`config.mk`:
```
export PLATFORM = sky130hd
export DESIGN_NAME = fc_decision_buffer
export DESIGN_NICKNAME = d
export VERILOG_FILES = /design/src/rtl/fc_decision_buffer_pkg.sv /design/src/rtl/sync_fifo.sv /design/src/rtl/fc_decision_buffer.sv
export SDC_FILE = /design/constraint.sdc
export NUM_CORES = 1
export LEC_CHECK = 0
export CAP_MARGIN = 20
export CORE_ASPECT_RATIO = 1.1
export CORE_MARGIN = 4
export CORE_UTILIZATION = 30
export CTS_BUF_LIST = sky130_fd_sc_hd__clkbuf_2
export DETAILED_ROUTE_END_ITERATION = 10
export GPL_TIMING_DRIVEN = 0
export PLACE_DENSITY = 0.49
export SYNTH_ARGS = -nofsm -noshare
export SYNTH_HDL_FRONTEND = slang
export SYNTH_SLANG_ARGS = --single-unit
export TNS_END_PERCENT = 100
```
`constraint.sdc`:
```
create_clock -name clk -period 8.6 [get_ports clk]
set_input_delay 2.58 -clock clk [delete_from_list [all_inputs] [get_ports clk]]
set_output_delay 2.58 -clock clk [all_outputs]
set_load 0.05 [all_outputs]
```
`src/rtl/fc_decision_buffer_pkg.sv`:
```
// Shared definitions for the FC-layer decision buffer: FSM states,
// PAM-4 symbol indices and the default outer decision threshold.
package fc_decision_buffer_pkg;

  typedef enum logic [3:0] {
    S_IDLE      = 4'd0,
    S_START     = 4'd1,
    S_WAIT_DONE = 4'd2,
    S_WAIT_ACK  = 4'd3,
    S_SLICE     = 4'd4,
    S_PUSH      = 4'd5
  } fc_state_e;

  localparam logic [1:0] SYM_M3 = 2'd0;
  localparam logic [1:0] SYM_M1 = 2'd1;
  localparam logic [1:0] SYM_P1 = 2'd2;
  localparam logic [1:0] SYM_P3 = 2'd3;

  // +2.0 in Q16.16
  localparam logic [31:0] THRESH_DEFAULT = 32'h0002_0000;

endpackage

```
`src/rtl/sync_fifo.sv`:
```
// Single-clock show-ahead FIFO with occupancy count; head entry is
// presented combinationally and reads as zero while empty.
module sync_fifo #(
  parameter int unsigned WIDTH = 34,
  parameter int unsigned DEPTH = 8
) (
  input  logic                     clk,
  input  logic                     rstn,
  input  logic                     wr_en,
  input  logic [WIDTH-1:0]         wr_data,
  input  logic                     rd_en,
  output logic [WIDTH-1:0]         rd_data,
  output logic [$clog2(DEPTH):0]   count,
  output logic                     empty
);

  localparam int unsigned AW = $clog2(DEPTH);
  localparam int unsigned CW = AW + 1;

  logic [WIDTH-1:0] mem_q [DEPTH];
  logic [AW-1:0]    wr_ptr_q, wr_ptr_d;
  logic [AW-1:0]    rd_ptr_q, rd_ptr_d;
  logic [CW-1:0]    count_q, count_d;
  logic             full;
  logic             push;
  logic             pop;

  assign full  = (count_q == CW'(DEPTH));
  assign empty = (count_q == '0);
  assign push  = wr_en && !full;
  assign pop   = rd_en && !empty;

  always_comb begin
    wr_ptr_d = wr_ptr_q;
    rd_ptr_d = rd_ptr_q;
    count_d  = count_q;
    if (push) begin
      wr_ptr_d = (wr_ptr_q == AW'(DEPTH - 1)) ? '0 : wr_ptr_q + 1'b1;
    end
    if (pop) begin
      rd_ptr_d = (rd_ptr_q == AW'(DEPTH - 1)) ? '0 : rd_ptr_q + 1'b1;
    end
    case ({push, pop})
      2'b10:   count_d = count_q + 1'b1;
      2'b01:   count_d = count_q - 1'b1;
      default: count_d = count_q;
    endcase
  end

  always_ff @(posedge clk or negedge rstn) begin
    if (!rstn) begin
      wr_ptr_q <= '0;
      rd_ptr_q <= '0;
      count_q  <= '0;
    end else begin
      wr_ptr_q <= wr_ptr_d;
      rd_ptr_q <= rd_ptr_d;
      count_q  <= count_d;
    end
  end

  // Storage needs no reset: the count gates everything visible.
  always_ff @(posedge clk) begin
    if (push) begin
      mem_q[wr_ptr_q] <= wr_data;
    end
  end

  assign rd_data = empty ? '0 : mem_q[rd_ptr_q];
  assign count   = count_q;

endmodule

```
`src/rtl/fc_decision_buffer.sv`:
```
// Sequences the final linear layer start/done handshake, slices the soft
// prediction to a PAM-4 index and queues {soft, symbol} for the consumer.
module fc_decision_buffer
  import fc_decision_buffer_pkg::*;
#(
  parameter int unsigned           DATA_WIDTH = 32,
  parameter int unsigned           FRAC_BITS  = 16,
  parameter logic [DATA_WIDTH-1:0] THRESH     = DATA_WIDTH'(THRESH_DEFAULT),
  parameter int unsigned           FIFO_DEPTH = 8
) (
  input  logic                          clk,
  input  logic                          rstn,
  input  logic                          i_trigger,
  output logic                          o_trig_ready,
  output logic                          o_fc_start,
  input  logic                          i_fc_done,
  input  logic [DATA_WIDTH-1:0]         i_fc_prediction,
  output logic                          o_valid,
  input  logic                          i_ready,
  output logic [DATA_WIDTH-1:0]         o_soft,
  output logic [1:0]                    o_symbol,
  output logic [$clog2(FIFO_DEPTH):0]   o_count,
  output logic                          o_overflow
);

  localparam int unsigned CW = $clog2(FIFO_DEPTH) + 1;
  localparam int unsigned FW = DATA_WIDTH + 2;
  localparam logic signed [DATA_WIDTH-1:0] THR_POS = THRESH;
  localparam logic signed [DATA_WIDTH-1:0] THR_NEG = -THRESH;

  if (FRAC_BITS >= DATA_WIDTH) begin : g_bad_frac
    $error("FRAC_BITS must be smaller than DATA_WIDTH");
  end
  if (FIFO_DEPTH < 2 || (FIFO_DEPTH & (FIFO_DEPTH - 1)) != 0) begin : g_bad_depth
    $error("FIFO_DEPTH must be a power of two, at least 2");
  end

  fc_state_e             state_q, state_d;
  logic                  fc_start_q, fc_start_d;
  logic                  trig_ready_q, trig_ready_d;
  logic                  overflow_q, overflow_d;
  logic [DATA_WIDTH-1:0] soft_q, soft_d;
  logic [1:0]            sym_q, sym_d;
  logic [1:0]            slice_sym;

  logic                  fifo_push;
  logic                  fifo_pop;
  logic                  fifo_empty;
  logic [FW-1:0]         fifo_rd_data;
  logic [CW-1:0]         fifo_count;
  logic [CW-1:0]         count_next;

  always_comb begin
    slice_sym = SYM_P3;
    if ($signed(soft_q) < THR_NEG) begin
      slice_sym = SYM_M3;
    end else if ($signed(soft_q) < 0) begin
      slice_sym = SYM_M1;
    end else if ($signed(soft_q) < THR_POS) begin
      slice_sym = SYM_P1;
    end
  end

  assign fifo_push = (state_q == S_PUSH);
  assign fifo_pop  = !fifo_empty && i_ready;

  // Ready is registered, so it is precomputed from next state and next occupancy.
  always_comb begin
    count_next = fifo_count;
    if (fifo_push && !fifo_pop) begin
      count_next = fifo_count + 1'b1;
    end else if (!fifo_push && fifo_pop) begin
      count_next = fifo_count - 1'b1;
    end
  end

  always_comb begin
    state_d    = state_q;
    fc_start_d = fc_start_q;
    soft_d     = soft_q;
    sym_d      = sym_q;
    overflow_d = overflow_q | (i_trigger & ~trig_ready_q);
    case (state_q)
      S_IDLE: begin
        fc_start_d = 1'b0;
        if (i_trigger && trig_ready_q) begin
          state_d = S_START;
        end
      end
      S_START: begin
        fc_start_d = 1'b1;
        state_d    = S_WAIT_DONE;
      end
      S_WAIT_DONE: begin
        fc_start_d = 1'b1;
        if (i_fc_done) begin
          soft_d     = i_fc_prediction;
          fc_start_d = 1'b0;
          state_d    = S_WAIT_ACK;
        end
      end
      S_WAIT_ACK: begin
        fc_start_d = 1'b0;
        if (!i_fc_done) begin
          state_d = S_SLICE;
        end
      end
      S_SLICE: begin
        sym_d   = slice_sym;
        state_d = S_PUSH;
      end
      S_PUSH: begin
        state_d = S_IDLE;
      end
      default: begin
        fc_start_d = 1'b0;
        state_d    = S_IDLE;
      end
    endcase
    trig_ready_d = (state_d == S_IDLE) && (count_next < CW'(FIFO_DEPTH));
  end

  always_ff @(posedge clk or negedge rstn) begin
    if (!rstn) begin
      state_q      <= S_IDLE;
      fc_start_q   <= 1'b0;
      trig_ready_q <= 1'b0;
      overflow_q   <= 1'b0;
      soft_q       <= '0;
      sym_q        <= '0;
    end else begin
      state_q      <= state_d;
      fc_start_q   <= fc_start_d;
      trig_ready_q <= trig_ready_d;
      overflow_q   <= overflow_d;
      soft_q       <= soft_d;
      sym_q        <= sym_d;
    end
  end

  sync_fifo #(
    .WIDTH (FW),
    .DEPTH (FIFO_DEPTH)
  ) u_fifo (
    .clk     (clk),
    .rstn    (rstn),
    .wr_en   (fifo_push),
    .wr_data ({soft_q, sym_q}),
    .rd_en   (fifo_pop),
    .rd_data (fifo_rd_data),
    .count   (fifo_count),
    .empty   (fifo_empty)
  );

  assign o_trig_ready = trig_ready_q;
  assign o_fc_start   = fc_start_q;
  assign o_overflow   = overflow_q;
  assign o_valid      = !fifo_empty;
  assign o_soft       = fifo_rd_data[FW-1:2];
  assign o_symbol     = fifo_rd_data[1:0];
  assign o_count      = fifo_count;

endmodule

```
# Yosys cells after proc, flatten, opt, wreduce, memory -nomap -nowiden
# Memories as Yosys holds them, arrays and structs flattened.
# Cells that the tools add are included.
[op_classes]
addsub = 4
magnitude_cmp = 4
n_eq_ne = 10
mux = 17
bitwise_logic = 3
reduce_logical = 17
[ops]
columns = ["cell", "n"]
rows = [
  ["$mux 34", 1],
  ["$lt 32x1->1 const B", 1],
  ["$lt 32x18->1 const B", 1],
  ["$lt 32x19->1 const B", 1],
  ["$mux 4", 5],
  ["$pmux 4 s5", 1],
  ["$logic_not 4->1", 3],
  ["$eq 4x2->1 const B", 2],
  ["$eq 4x3->1 const B", 2],
  ["$pmux 4 s2", 1],
  ["$logic_and 1x1->1", 7],
  ["$add 3x1->3 const B", 2],
  ["$eq 3x3->1 const B", 2],
  ["$mux 3", 2],
  ["$add 4x1->4 const B", 1],
  ["$eq 4x1->1 const B", 1],
  ["$eq 4x4->1 const B", 1],
  ["$logic_not 1->1", 4],
  ["$lt 4x4->1 const B", 1],
  ["$mux 1", 4],
  ["$mux 2", 2],
  ["$sub 4x1->4 const B", 1],
  ["$pmux 1 s3", 1],
  ["$eq 2x1->1 const B", 1],
  ["other kinds (7)", 7],
]
[word_totals]
reg_bits = 51
ramBits = 272
inputBits = 37
out_inout_bits = 42
word_cells = 65
mem_count = 1
[mem_list]
columns = ["memory", "words", "word_bits", "rd", "rd_ports_with_merged_regs", "wr", "line", "text"]
rows = [
  ["u_fifo.mem_q", 8, 34, 1, 0, 1, "sync_fifo.sv:20", "logic [WIDTH-1:0] mem_q [DEPTH];"],
]

# Logic depth before layout (Yosys ltp)
[depth]
depth_word = 8
mapped_depth = 10
ltp_nobuf = 10

# Cells and area by module
# Synthesis repeated with hierarchy kept, for this count alone.
[unflattened]
hier_cells = 622
area_unflattened_um2 = 12919.9
[modules_own_cells]
columns = ["module", "n_inst", "cells_each", "area_per_inst_um2", "seq_area_each_um2"]
rows = [
  ["sync_fifo", 1, 496, 11001.8, 8418.1],
  ["fc_decision_buffer", 1, 126, 1918.1, 1026.0],
]

# Worst setup path before layout
# No wires, ideal clock.
[synth_path]
path_type = "register -> output"
start = "register u_fifo.count_q[0], in the netlist u_fifo.count[0]"
end = "output o_soft[10]"
arrival_time_ns = 2.115
required_time_ns = 6.020
setup_slack_ns = 3.905
path_stages_with_launch = 6
cell_sequence = "dfrtp_1 > inv_1 > ha_1 > nor3b_2 > clkbuf_1 > nor2_1"
[synth_via]
elab_chain_len = 2
[synth_lines]
columns = ["item", "line", "text"]
rows = [
  ["start, declared", "sync_fifo.sv:23", "logic [CW-1:0] count_q, count_d;"],
  ["start signal, assigned", "sync_fifo.sv:58", "count_q <= count_d;"],
  ["$logic_not 4->1", "sync_fifo.sv:29", "assign empty = (count_q == '0);"],
  ["$mux 34", "sync_fifo.sv:69", "assign rd_data = empty ? '0 : mem_q[rd_ptr_q];"],
  ["end, declared", "fc_decision_buffer.sv:20", "output logic [DATA_WIDTH-1:0] o_soft,"],
]
# No other way between the ends.

# Final worst setup path
[layout_path]
start = "register u_fifo.count_q[0], in the netlist u_fifo.count[0]"
end = "output o_soft[18]"
# Same word-level chain as after synthesis.

==> metrics.md <==
| Metric | Value |
|---|---|
| FILL cells | 3,920 |
| Placed cells | 1,266 |
| Starting DRT DRC Count | 355 |
| CTS Buf Count | 83 |
| Clk sinks | 323 |
| Row cnt | 78 |
| Max IR drop VDD | 0.158 mV |
| Met3 wire length | 1420 µm |
| Clock latency on the worst-skew pair | 0.88 ns |
| Wire length on met1 | 12,100 µm |
| Die W | 204 µm |
| Die area | 0.0458 mm² |
| Dominant synthesized flop cell | edfxtp_1 |
| Final hold violation count | 0 |
| Antenna violations before repair | 1 |
| Synthesized instance count | 612 |
| Post-Place Worst Slack | 2.90 ns |
| WS Path Type | reg -> out |
| Setup violators final | 0 |
| I/O pins | 79 |
| Leak Pwr | 0.00548 µW |
| Congestion Overflow GR | 0 |
| Top cells by area, synth | edfxtp_1, mux4_2, dfrtp_1 |
| Fin Setup TNS | 0 ns |
| Clock buffer depth | 3 |
| Worst rel slew slack | 29.5% |
| ANT nets after route | 0 |
| Drt total wl | 29,400 µm |
| Fmax | 0.154 GHz |
| Worst Setup End Kind | primary output |
| Mapped cell area | 0.0127 mm² |
| Hpwl dp | 18,600 µm |
| Worst hold path class | reg -> reg |
| Detailed-route via count | 6,388 |
| Post-synth EDFFs | 272 |
| Number of global-route vias before repair | 7,158 |
| Nets | 836 |
| Area of the multi-input gates | 0.00314 mm² |
| DR vias/cell | 4.49 |
| Post-synthesis sequential area ratio | 74.2% |
| WL met2 | 15,500 µm |
| Cell taking the most area after synthesis | edfxtp_1 |
| Critical Path RT | 6.02 ns |
| Clock tree root buffer cell | clkbuf_2 |
| PD cells | 341 mW/mm² |
| Post-CTS Setup Bufs | 0 |
| Cell with the most instances after synthesis | edfxtp_1 |
| Core Area | 0.0416 mm² |
| Post-CTS resize count | 0 |
| First-pass GRT wire length | 44,000 µm |
| Share of cells above drive strength 1 | 32.8% |
| TritonRoute pass-1 iters | 6 |
| H-tree Lvls | 3 |
| Max Cap Viol | 0 |
| Top Metal Used | met4 |
| Residual DRC | 0 |
| Startpoint types | flip-flop |
| Yosys warns | 0 |
| Die Ht | 224 µm |
| CTS tree | built |
| Syn-to-layout area delta | 21.1% |
| Slew @ Worst Pin | 1.06 ns |
| Synth top cells by count | edfxtp_1, mux4_2, dfrtp_1 |
| Clock skew | 0.0577 ns |
| Share of Yosys cell area claimed by the top area cell type | 64.1% |
| Reg area | 0.00944 mm² |
| Max Fanout on Critical Path | 10 |
| CTS clock-pin slew for the worst setup and hold paths | 0.10 ns |
| RSZ-0062 raised after global routing | false |
| Arr. time, crit path | 3.93 ns |
| Outcome | finished clean |
| DR WL/cell | 20.7 µm |
| Fin Hold WS | 0.467 ns |
| Pin count of the biggest net entering global routing | 52 |
| Fin cells | 1,422 |
| Slew Viols, Final | 0 |
| Setup ws final | 2.09 ns |
| Synthesized Nets | 657 |
| Synth Register Bits | 323 |
| Number of I/O port buffers | 78 |
| Netlist cell types | 42 |
| Mean post-synth cell area | 20.8 µm² |
| Period utilization | 75.7% |
| Fin crit period | 6.51 ns |
| GP Congestion | 0.675 |
| Gr usage total | 13.0% |
| Async set-reset flop share out of synthesis | 15.8% |
| Hold_buf cts | 0 |
| Initial Utilization | 30.6% |
## placed cells by master (no fill, tap or decap), types with 2 or more instances in the layout
master / synthesis / final
nor3_2: 0 / 2
ha_1: 8 / 8
xnor2_1: 3 / 3
or2_2: 3 / 3
a21o_1: 3 / 3
buf_1: 2 / 2
clkinvlp_4: 0 / 2
o21ai_0: 3 / 3
edfxtp_1: 272 / 272
a21oi_1: 4 / 4
diode_2: 0 / 2
buf_16: 0 / 4
clkbuf_1: 12 / 12
nor4_1: 3 / 3
clkinv_1: 0 / 23
mux2i_1: 36 / 36
mux4_2: 68 / 68
buf_6: 2 / 10
buf_2: 9 / 9
clkinv_2: 0 / 5
bufinv_16: 0 / 5
clkbuf_2: 0 / 116
nand2b_1: 4 / 4
buf_12: 3 / 7
inv_1: 8 / 8
inv_2: 0 / 2
nand4_1: 3 / 3
dfrtp_1: 51 / 51
nor2b_1: 2 / 2
nor2_4: 0 / 6
clkdlybuf4s50_1: 0 / 77
nor3_1: 5 / 3
nor2_1: 44 / 38
nand2_1: 8 / 8
mux2_2: 7 / 7
nand3_1: 3 / 3
mux2_4: 30 / 30
## cell families (layout without fill, tap and decap cells)
family,Yosys count,in the layout,share of synthesized area (%)
and+or+nand+nor,83,83,3.23
other,1,3,0.0294
adders and majority gates,8,8,0.786
DFF,323,323,74.2
muxes,141,141,19.0
AOI/OAI and AO/OA,16,16,0.865
xor gates and xnor gates,4,4,0.275
buffers and inverters,36,284,1.65
## power breakdown
| part | internal [µW] | leakage (µW) | switching (µW) |
|---|---|---|---|
| sequential | 1980 | 0.00308 | 234 |
| clock | 522 | 0.000621 | 628 |
| combinational | 785 | 0.00177 | 1110 |
## flip-flops by register name, summed over array words and instances, names as in the netlist
register,cells
u_fifo.rd_ptr_q,3
sym_q,2
o_fc_start,1
state_q,4
o_overflow,1
o_trig_ready,1
u_fifo.mem_q,272
soft_q,32
u_fifo.count,4
u_fifo.wr_ptr_q,3
## metrics by stage
step	area, µm²	utilization, %	power [µW]
finish	15400	37.1	5260
global route	15400	37.1	5570
CTS	15400	37.1	5370
detailed placement	14600	35.0	4190
global placement	14200	34.2	4150
floorplan	12700	-	3520
## area by class of cell
type / count / area share [%]
diodes: 2 / 0.0324
plain buffers: 28 / 1.17
clock buffers: 116 / 3.76
clock inverters: 38 / 1.90
inverters: 8 / 0.195
multi-input cells: 253 / 20.3
flip-flops and latches: 323 / 61.2
well taps: 560 / 4.54
repair buffers: 94 / 6.86
## routing by layer
| layer | global-route usage (%) | vias up |
|---|---|---|
| li1 | - | 2878 |
| met1 | 15.7 | 3293 |
| met2 | 23.0 | 171 |
| met3 | 3.27 | 46 |
| met4 | 3.93 | 0 |
| met5 | 0 | - |
## final timing paths
| kind | slack [ns] | to | cells after the start | start |
|---|---|---|---|---|
| min | 0.47 | o_overflow | 1 | o_overflow |
| max reg2reg | 5.52 | u_fifo.mem_q[0][24] | 7 | state_q[1] |
| max | 2.09 | o_soft[18] | 6 | u_fifo.count[0] |
| min in group asynchronous | 1.80 | o_overflow | 1 | rstn |
| max in group asynchronous | 6.22 | soft_q[28] | 1 | rstn |
| min reg2reg | 0.47 | o_overflow | 1 | o_overflow |
## critical path, stage by stage, from the launching register on
cell             delay, ns
dfrtp_1               0.46
inv_1                 0.09
ha_1                  0.20
nor3b_2               0.71
clkbuf_1              0.66
nor2_1                0.20
clkdlybuf4s50_1       0.77
No activity file was read; power rests on OpenSTA's default activity.
